### src/rtl/alu_pkg.sv
// alu_pkg: ALU control encodings and the multiply sequencer state type.
package alu_pkg;
    localparam logic [2:0] ALU_PASS_B   = 3'b000;
    localparam logic [2:0] ALU_ADD      = 3'b010;
    localparam logic [2:0] ALU_SUBTRACT = 3'b011;
    localparam logic [2:0] ALU_AND      = 3'b100;
    localparam logic [2:0] ALU_OR       = 3'b101;
    localparam logic [2:0] ALU_XOR      = 3'b110;
    typedef enum logic [1:0] {IDLE, RUN, DONE} mul_state_t;
endpackage

### src/rtl/mul_seq.sv
// mul_seq: shift-add multiplier driving the shared ALU, one partial product per cycle.
module mul_seq
    import alu_pkg::*;
#(
    parameter int WIDTH = 64
) (
    input  logic             clk,
    input  logic             reset,
    input  logic             start,
    input  logic [WIDTH-1:0] a,
    input  logic [WIDTH-1:0] b,
    output logic             ready,
    output logic             busy,
    output logic             done,
    output logic [WIDTH-1:0] product,
    output logic [WIDTH-1:0] alu_A,
    output logic [WIDTH-1:0] alu_B,
    output logic [2:0]       alu_cntrl,
    input  logic [WIDTH-1:0] alu_result
);
    mul_state_t state;
    logic [WIDTH-1:0] acc, mcand, mplier;
    logic run;
    assign run       = state == RUN;
    assign alu_cntrl = run ? ALU_ADD : ALU_PASS_B;
    assign alu_A     = run ? acc : '0;
    assign alu_B     = (run && mplier[0]) ? mcand : '0;
    always_ff @(posedge clk or posedge reset) begin
        if (reset) begin
            state   <= IDLE;
            ready   <= 1'b1;
            busy    <= 1'b0;
            done    <= 1'b0;
            acc     <= '0;
            mcand   <= '0;
            mplier  <= '0;
            product <= '0;
        end else begin
            case (state)
                IDLE: if (start) begin
                    acc    <= '0;
                    mcand  <= a;
                    mplier <= b;
                    state  <= RUN;
                    ready  <= 1'b0;
                    busy   <= 1'b1;
                end
                RUN: begin
                    if (mplier != '0) begin
                        acc    <= alu_result;
                        mcand  <= mcand << 1;
                        mplier <= mplier >> 1;
                    end
                    // last step: the remaining multiplier has at most bit 0 set
                    if (mplier[WIDTH-1:1] == '0) begin
                        product <= (mplier == '0) ? acc : alu_result;
                        state   <= DONE;
                        busy    <= 1'b0;
                        done    <= 1'b1;
                    end
                end
                DONE: begin
                    state <= IDLE;
                    done  <= 1'b0;
                    ready <= 1'b1;
                end
                default: begin
                    state <= IDLE;
                    ready <= 1'b1;
                    busy  <= 1'b0;
                    done  <= 1'b0;
                end
            endcase
        end
    end
endmodule

### config.mk
export PLATFORM = sky130hd
export DESIGN_NAME = mul_seq
export DESIGN_NICKNAME = d
export VERILOG_FILES = /design/src/rtl/alu_pkg.sv /design/src/rtl/mul_seq.sv
export SDC_FILE = /design/constraint.sdc
export NUM_CORES = 1
export LEC_CHECK = 0
export CAP_MARGIN = 20
export CORE_MARGIN = 2
export CORE_UTILIZATION = 43
export DETAILED_ROUTE_END_ITERATION = 8
export PLACE_DENSITY_LB_ADDON = 0.3
export SYNTH_ARGS = -nofsm -noshare
export SYNTH_HDL_FRONTEND = slang
export SYNTH_SLANG_ARGS = --single-unit
### constraint.sdc
create_clock -name clk -period 8.68 [get_ports clk]
set_clock_uncertainty 0.1 [all_clocks]
set_input_delay 1.736 -clock clk [delete_from_list [all_inputs] [get_ports clk]]
set_output_delay 1.736 -clock clk [all_outputs]
set_load 0.1 [all_outputs]
==> reports/results.ini <==
[logic_synthesis]
synth_edf_count=0
syn_area_mm2=0.0132
async_reset_ff_frac=1.00
synth_common_cells=dfrtp_1, nand2_1, o21ai_0, clkbuf_1, inv_1
yosysTopAreaCell=dfrtp_1
synth_ff_type=dfrtp_1
synth_top_area_share=0.492
ys_seq_area_frac=0.494
ys_warn_count=0
avgSynthCellArea_um2=9.94
synth.most_common_cell=dfrtp_1
synth_area_leaders=dfrtp_1, o21ai_0, a221oi_2, nand2_1, o221a_1
ys_ff_latch=261
yosysUniqueCellTypes=37
synth_cells=1330

[final_layout]
drive_gt1_frac=0.0807
nFillCells=2594
syn2layout_area_growth_pct=38.5
multi_input_area_mm2=0.00590
final-seq-area_mm2=0.00654
final_cell_area_mm2=0.0183
fin_util=0.602
finalNetCount=1832

[power]
vdd_drop_max_mv=0.154
p_switching_uw=730
p_sw_frac=0.247
powerDensity_mw_per_mm2=162
leakagePower_uw=0.00760
internal_power_uw=2230
p_clk_frac=0.458
p_seq_frac=0.425
pwr-share-comb=0.117

[floorplan]
fp.dieW_um=179
core_mm2=0.0304
rows=64
die_y_um=179
io_pins=393
dieArea_mm2=0.0322
start_util=0.434

[clock_network]
cts_buffers=30
cts_resized=0
post_cts_buffers=0
clk_pin_slew_ps=60
cts.sinks=261
hold_buffers=0
htree_levels=1
cts_tree=built
clock_latency_ps=550
cts-root-buf=clkbuf_16
cts.path.max_buffers=3

[grt]
grt_first_pass_wirelength_um=64200
antenna_found_initial=1
grt_usage=0.250
grt_max_degree=176
grt_overflow_total=0
grt_pass1_vias=11400

[placement]
place_area_mm2=0.0172
post-place-ws_ps=3210
gp_congestion=0.825
port_buffers=390
dp_hpwl_um=26300

[setup_path]
r2r-end=mplier[39]
crit_path_end=alu_A[48]
path_class=reg -> out
startpoint=state[1]
r2r_slack_ps=4620
critPathMaxFanout=74
cp-end-kind=output pin
r2r-start=state[1]
worstPathRequired_ps=6840
start_kind=register
critPathArrivalTime_ps=4230
reg2regPathDepth=6

[timing]
fin_setup_tns_ps=0
final-max-slew-violation-count=0
fmax_ghz=0.165
tightest_slew_ps=1140
maxSlewHeadroom=0.240
holdWs_ps=406
finalWorstSetupSlack_ps=2620
finalCritPeriodShare=0.699
period_minus_slack_ps=6060
finalSetupViolCount=0
hold_viol=0
rsz0062_at_grt=no

[run]
maxCapViolations=0

[routing]
firstDrtPassIters=5
ant_nets=0
drc=0
drt_iter0_drc=911
wl_per_cell_um=20.3
vias=11700
wl_um=41900
vias_per_cell=5.71

[status]
status=complete, no violations

[min_path]
hp-class=reg -> reg

flip-flops by register name, summed over array words and instances (netlist names):
name	count
acc	64
busy	1
done	1
mcand	64
mplier	64
product	64
ready	1
state	2
per-stage QoR:
stage,instances,power (uW)
finish,2057,2960
global route,2057,3060
detailed placement,2001,1630
CTS,2056,2990
global placement,2001,1620
floorplan,1331,1470
worst min-delay path by stage:
stage / startpoint / end / slack (ps) / depth (start not counted)
after detailed placement: done / done / 400 / 1
after global placement: product[55] / product[55] / 390 / 2
after global routing: done / done / 430 / 1
after floorplan: acc[0] / acc[0] / 380 / 1
final: product[16] / product[16] / 410 / 2
after CTS: done / done / 410 / 1
placed cells by master, fill, tap and decap left out, types with 22 or more instances in the layout:
| master | netlist | layout |
|---|---|---|
| and2_1 | 64 | 64 |
| nand3_1 | 63 | 63 |
| a22o_1 | 64 | 64 |
| a221oi_2 | 54 | 54 |
| o21ai_0 | 169 | 169 |
| o221a_1 | 63 | 63 |
| mux2i_1 | 65 | 65 |
| o21ai_1 | 22 | 22 |
| clkbuf_16 | 0 | 31 |
| clkdlybuf4s50_1 | 0 | 390 |
| inv_1 | 66 | 65 |
| nand2_1 | 193 | 190 |
| dfrtp_1 | 260 | 259 |
| and3_1 | 64 | 64 |
power by group through the flow:
stage          logic (uW)  clock network, uW  registers (uW)
6_report              345               1360            1260
5_1_grt               364               1440            1260
4_1_cts               347               1380            1260
3_5_place_dp          346                  0            1280
3_3_place_gp          343                  0            1280
2_1_floorplan         204                  0            1270
critical path, stage by stage, from the launching register on:
cell	delay [ps]
dfrtp_1	370
inv_1	130
nand2_4	460
clkinv_2	860
buf_4	570
and2_1	250
clkdlybuf4s50_1	960
cells by family after synthesis:
kind of cell | Yosys count | synth area share
AOI/OAI and AO/OA | 389 | 0.241
buffers and inverters | 200 | 0.0629
DFF | 261 | 0.494
muxes | 65 | 0.0492
other | 1 | 0.000284
and+or+nand+nor | 414 | 0.153
metal layers:
| layer | global-route usage | wire length (um) |
|---|---|---|
| met1 | 0.341 | 17500 |
| met4 | 0.0763 | 1320 |
| met5 | 0 | 0 |
| met3 | 0.0430 | 2870 |
| met2 | 0.409 | 20200 |
final cells by class:
| type | instances | share of cell area |
|---|---|---|
| Sequential cell | 261 | 0.357 |
| Multi-Input combinational cell | 870 | 0.322 |
| Timing Repair Buffer | 407 | 0.221 |
| Clock buffer | 43 | 0.0481 |
| Tap cell | 396 | 0.0271 |
| Inverter | 67 | 0.0140 |
| Clock inverter | 12 | 0.0104 |
| Antenna cell | 1 | 0.000137 |
(Power assumes the default switching activity.)
